`config.mk`:
```
export PLATFORM = sky130hd
export DESIGN_NAME = fetch_queue
export DESIGN_NICKNAME = d
export VERILOG_FILES = /design/src/rtl/fetch_queue_pkg.sv /design/src/rtl/fetch_queue_mem.sv /design/src/rtl/fetch_queue.sv
export SDC_FILE = /design/constraint.sdc
export NUM_CORES = 1
export LEC_CHECK = 0
export CAP_MARGIN = 0
export CORE_MARGIN = 2
export CORE_UTILIZATION = 45
export DETAILED_ROUTE_END_ITERATION = 10
export PLACE_DENSITY = 0.67
export SLEW_MARGIN = 20
export SYNTH_ARGS = -nofsm -noshare
export SYNTH_HDL_FRONTEND = slang
export SYNTH_SLANG_ARGS = --single-unit
export TNS_END_PERCENT = 100
```
`constraint.sdc`:
```
create_clock -name clk -period 8.1 [get_ports clk]
set_input_delay 1.62 -clock clk [delete_from_list [all_inputs] [get_ports clk]]
set_output_delay 1.62 -clock clk [all_outputs]
set_load 0.02 [all_outputs]
```
`src/rtl/fetch_queue_pkg.sv`:
```
// Shared fetch-path types and constants: fetch payload, queue sizing, reset pc.
package fetch_queue_pkg;

    localparam int unsigned PC_W    = 64;
    localparam int unsigned INSTR_W = 32;

    // Reset pc shared with the pc generator.
    localparam logic [PC_W-1:0] FETCHQ_RESET_PC = 64'h0000_0000_8000_0000;

    typedef struct packed {
        logic [PC_W-1:0]    pc;
        logic [INSTR_W-1:0] raw_instr;
    } fetch_data_t;

    // Decode sizes its own logic from these.
    localparam int unsigned FETCHQ_DEPTH = 4;
    localparam int unsigned FETCHQ_PTR_W = $clog2(FETCHQ_DEPTH);
    localparam int unsigned FETCHQ_CNT_W = $clog2(FETCHQ_DEPTH + 1);

    typedef logic [FETCHQ_PTR_W-1:0] fetch_queue_ptr_t;
    typedef logic [FETCHQ_CNT_W-1:0] fetch_queue_count_t;

endpackage

```
`src/rtl/fetch_queue_mem.sv`:
```
// DEPTH x fetch_data_t register array: one synchronous write port, one async read port.
module fetch_queue_mem
    import fetch_queue_pkg::*;
#(
    parameter int unsigned DEPTH = FETCHQ_DEPTH
) (
    input  logic                     clk,
    input  logic                     we,
    input  logic [$clog2(DEPTH)-1:0] waddr,
    input  fetch_data_t              wdata,
    input  logic [$clog2(DEPTH)-1:0] raddr,
    output fetch_data_t              rdata
);

    fetch_data_t entries [DEPTH];

    // Contents need no reset; occupancy control in the parent gates every read.
    always_ff @(posedge clk) begin
        if (we) begin
            entries[waddr] <= wdata;
        end
    end

    assign rdata = entries[raddr];

endmodule

```
`src/rtl/fetch_queue.sv`:
```
// Fetch-to-decode instruction buffer with stall absorption, redirect flush and bubble output.
module fetch_queue
    import fetch_queue_pkg::*;
#(
    parameter int unsigned      DEPTH    = FETCHQ_DEPTH,
    parameter logic [PC_W-1:0]  RESET_PC = FETCHQ_RESET_PC
) (
    input  logic                         clk,
    input  logic                         reset,
    input  logic                         in_valid,
    output logic                         in_ready,
    input  fetch_data_t                  in_data,
    output logic                         out_valid,
    input  logic                         out_ready,
    output fetch_data_t                  out_data,
    input  logic                         stall,
    input  logic                         stallM,
    input  logic                         jump,
    output logic [$clog2(DEPTH+1)-1:0]   count
);

    localparam int unsigned PTR_W = $clog2(DEPTH);
    localparam int unsigned CNT_W = $clog2(DEPTH + 1);

    if (DEPTH < 2 || (DEPTH & (DEPTH - 1)) != 0) begin : g_bad_depth
        $error("fetch_queue: DEPTH must be a power of two >= 2");
    end

    logic [PTR_W-1:0] rd_ptr;
    logic [PTR_W-1:0] wr_ptr;
    logic [PC_W-1:0]  last_pc;
    fetch_data_t      head;
    logic             push;
    logic             pop;

    assign in_ready  = (count != CNT_W'(DEPTH));
    assign out_valid = (count != '0);

    assign push = in_valid & in_ready & ~jump;
    assign pop  = out_valid & out_ready & ~stall & ~stallM & ~jump;

    fetch_queue_mem #(
        .DEPTH (DEPTH)
    ) u_mem (
        .clk   (clk),
        .we    (push),
        .waddr (wr_ptr),
        .wdata (in_data),
        .raddr (rd_ptr),
        .rdata (head)
    );

    // Bubble keeps the pc of the last entry handed to decode.
    always_comb begin
        out_data.pc        = last_pc;
        out_data.raw_instr = '0;
        if (out_valid) begin
            out_data = head;
        end
    end

    // Flush wins over push/pop; last_pc survives it so the bubble shows the pre-redirect pc.
    always_ff @(posedge clk or negedge reset) begin
        if (!reset) begin
            rd_ptr  <= '0;
            wr_ptr  <= '0;
            count   <= '0;
            last_pc <= RESET_PC;
        end else if (jump) begin
            rd_ptr  <= '0;
            wr_ptr  <= '0;
            count   <= '0;
        end else begin
            if (push) begin
                wr_ptr <= wr_ptr + PTR_W'(1);
            end
            if (pop) begin
                rd_ptr  <= rd_ptr + PTR_W'(1);
                last_pc <= head.pc;
            end
            count <= count + CNT_W'(push) - CNT_W'(pop);
        end
    end

endmodule
```
==> results.yml <==
critical_path:
  end_kind: "output port"
  r2r_start: "count[1]"
  slowest_delay_ns: 1.07
  critical_path_arrival_ns: 3.60
  slowest_stage: "dfrtp_4"
  critical_path_class: "flip-flop to output port"
  cp_max_fo: 53
  rr_worst_depth: 4
  r2r_end: "u_mem.entries[0][84]"
  path_cells: "buf_12 > mux4_2 > mux2_2 > clkdlybuf4s50_1"
  cp.required_ns: 6.48
  rrSetupSlack_ns: 5.03
  worstSetupStartpointType: "flip-flop"
final_layout:
  drive_above_1_share: 0.289
  nNetsFinal: 1126
  post-route-util: 0.552
  n_fill_cell: 2984
  ff_latch_area_sq_mm: 0.0133
  final_cell_mix: "384 x edfxtp_1, 202 x clkdlybuf4s50_1, 96 x mux4_2"
  syn_to_final_growth_pct: 21.6
  multi_input_area_sq_mm: 0.00427
  layout_commonest_cell: "edfxtp_1"
sta:
  fin_crit_ns: 5.22
  setup-tns-final_ns: 0
  clock.fmax_ghz: 0.192
  timing_hold_violations_final: 0
  rsz0062_at_grt: "no"
  holdWs_ns: 0.502
  slew_headroom: 0.347
  final_max_slew_viol_count: 0
  tightest_slew_ns: 0.980
  finalSetupViolCount: 0
  clock_skew_ns: 0.0158
  post-route-period-util: 0.644
hold_path:
  hold_start: "last_pc[20]"
  hold_path.class: "flip-flop to flip-flop"
  holdPathEnd: "last_pc[20]"
  min_path_cells: 1
cts:
  cts_tree: "yes"
  cts_inserted_buffers: 47
  clockRootBuffer: "clkbuf_16"
  cts_setup_buffers: 0
  cts_resized: 0
  clk_latency_ns: 0.56
  hold_buffers: 0
  clk_pin_slew_ns: 0.06
  cts_htree_levels: 2
  cts_buffer_depth: 3
  clock_sinks: 455
global_routing:
  globalRouteOverflowTotal: 0
  grt_max_degree: 59
  grt_pass1_vias: 9103
  grt.total_usage: 0.177
  grt_pass1_wl_um: 54600
  antenna_found_initial: 3
floorplan:
  core_sq_mm: 0.0395
  io_pins: 204
  die_y_um: 204
  die_width_um: 204
  die_area_sq_mm: 0.0415
  initial_core_util: 0.454
  num_rows: 73
place:
  dp_hpwl_um: 19600
  port_buffers: 203
  gp_congestion: 0.733
route:
  first_pass_iters: 4
  wl_um: 35700
  vias: 8287
  wl_per_cell_um: 22.6
  ant_nets: 0
  drt_iter0_drc: 441
  post_drt_via_cell_ratio: 5.24
  drc: 0
synth:
  ys_ff_latch: 455
  synth_top_area_cell: "edfxtp_1"
  ys.flop_type: "edfxtp_1"
  synthCells: 794
  syn-mean-instance-area_sq_um: 22.6
  async_reset_ff_frac: 0.156
  synth_top_area_share: 0.643
  synth_area_sq_mm: 0.0179
  seq_area_frac_synth: 0.742
  synth-edff-count: 384
  synth_cell_types: 29
  synth.net_count: 904
  synth_area_leaders: "edfxtp_1 64%, mux4_2 12%, dfrtp_1 9.8%"
  ys_warn_count: 0
pwr:
  p_total_uw: 6320
  vdd_drop_max_v: 0.000173
  power.density_mw_per_mm2: 290
  power.leakage_uw: 0.00729
run:
  cap_violations: 0
status:
  outcome: "complete, no violations"
-- per-layer routing --
metal,vias to the layer above,part of all wire,global-route usage
met3,53,0.056,0.0425
li1,3679,-,-
met2,198,0.51,0.300
met5,-,0.00036,0
met4,2,0.021,0.0597
met1,4355,0.41,0.224
-- power breakdown --
group	switching, uW	internal (uW)
combinational	646	788
clock	852	1160
sequential	102	2770
-- cells in the mapped netlist (2+ instances only) --
cell      instances
buf_2             5
and2_1           37
buf_6            13
edfxtp_1        384
o21ai_0           3
clkbuf_1         16
ha_1              6
mux2_4           49
nor2_1            2
mux4_2           96
mux2_2           79
inv_1             8
nand3_1           2
a21oi_1           4
nor3_1            2
nor3_4            2
buf_12            5
dfrtp_1          70
-- worst max-delay path by stage --
stage                         start              endpoint  slack (ns)  cells after the start
after global placement         jump  u_mem.entries[0][28]        3.34                      4
final                     rd_ptr[0]          out_data[80]        2.88                      4
after detailed placement       jump  u_mem.entries[3][20]        3.27                      4
after global routing      rd_ptr[0]          out_data[77]        2.60                      4
after floorplan                jump   u_mem.entries[0][0]        3.21                      3
after CTS                 rd_ptr[0]          out_data[80]        2.73                      4
-- metrics by stage --
stage | cells | instance area, sq um | setup WS (ns)
after global routing | 1580 | 21800 | 2.60
after CTS | 1578 | 21800 | 2.73
after global placement | 1492 | 20400 | 3.34
final | 1580 | 21800 | 2.88
after floorplan | 794 | 17900 | 3.21
after detailed placement | 1492 | 20400 | 3.27
-- sequential cells by signal (all words and copies together), names as in the netlist --
name and count:
u_mem.entries 384, last_pc 64, count 3, rd_ptr 2, wr_ptr 2
-- logic make-up after synthesis --
logic type / synth area share
DFF: 0.742
muxes: 0.211
xor gates and xnor gates: 0.000488
adders and majority gates: 0.00530
AOI/OAI and AO/OA: 0.00237
buffers and inverters: 0.0208
and+or+nand+nor: 0.0184
-- critical path: cells and delay by family (launching register included) --
kind,cells,cell delay [ns]
DFF,1,1.07
buffers and inverters,2,1.01
muxes,2,0.88
-- layout make-up --
class | instances | area share
Tap cell | 525 | 0.0301
Timing Repair Buffer | 213 | 0.0970
Antenna cell | 2 | 0.000229
Clock buffer | 72 | 0.0591
Inverter | 9 | 0.00166
Multi-Input combinational cell | 290 | 0.196
Sequential cell | 455 | 0.610
Clock inverter | 14 | 0.00573
(Power assumes the default switching activity.)
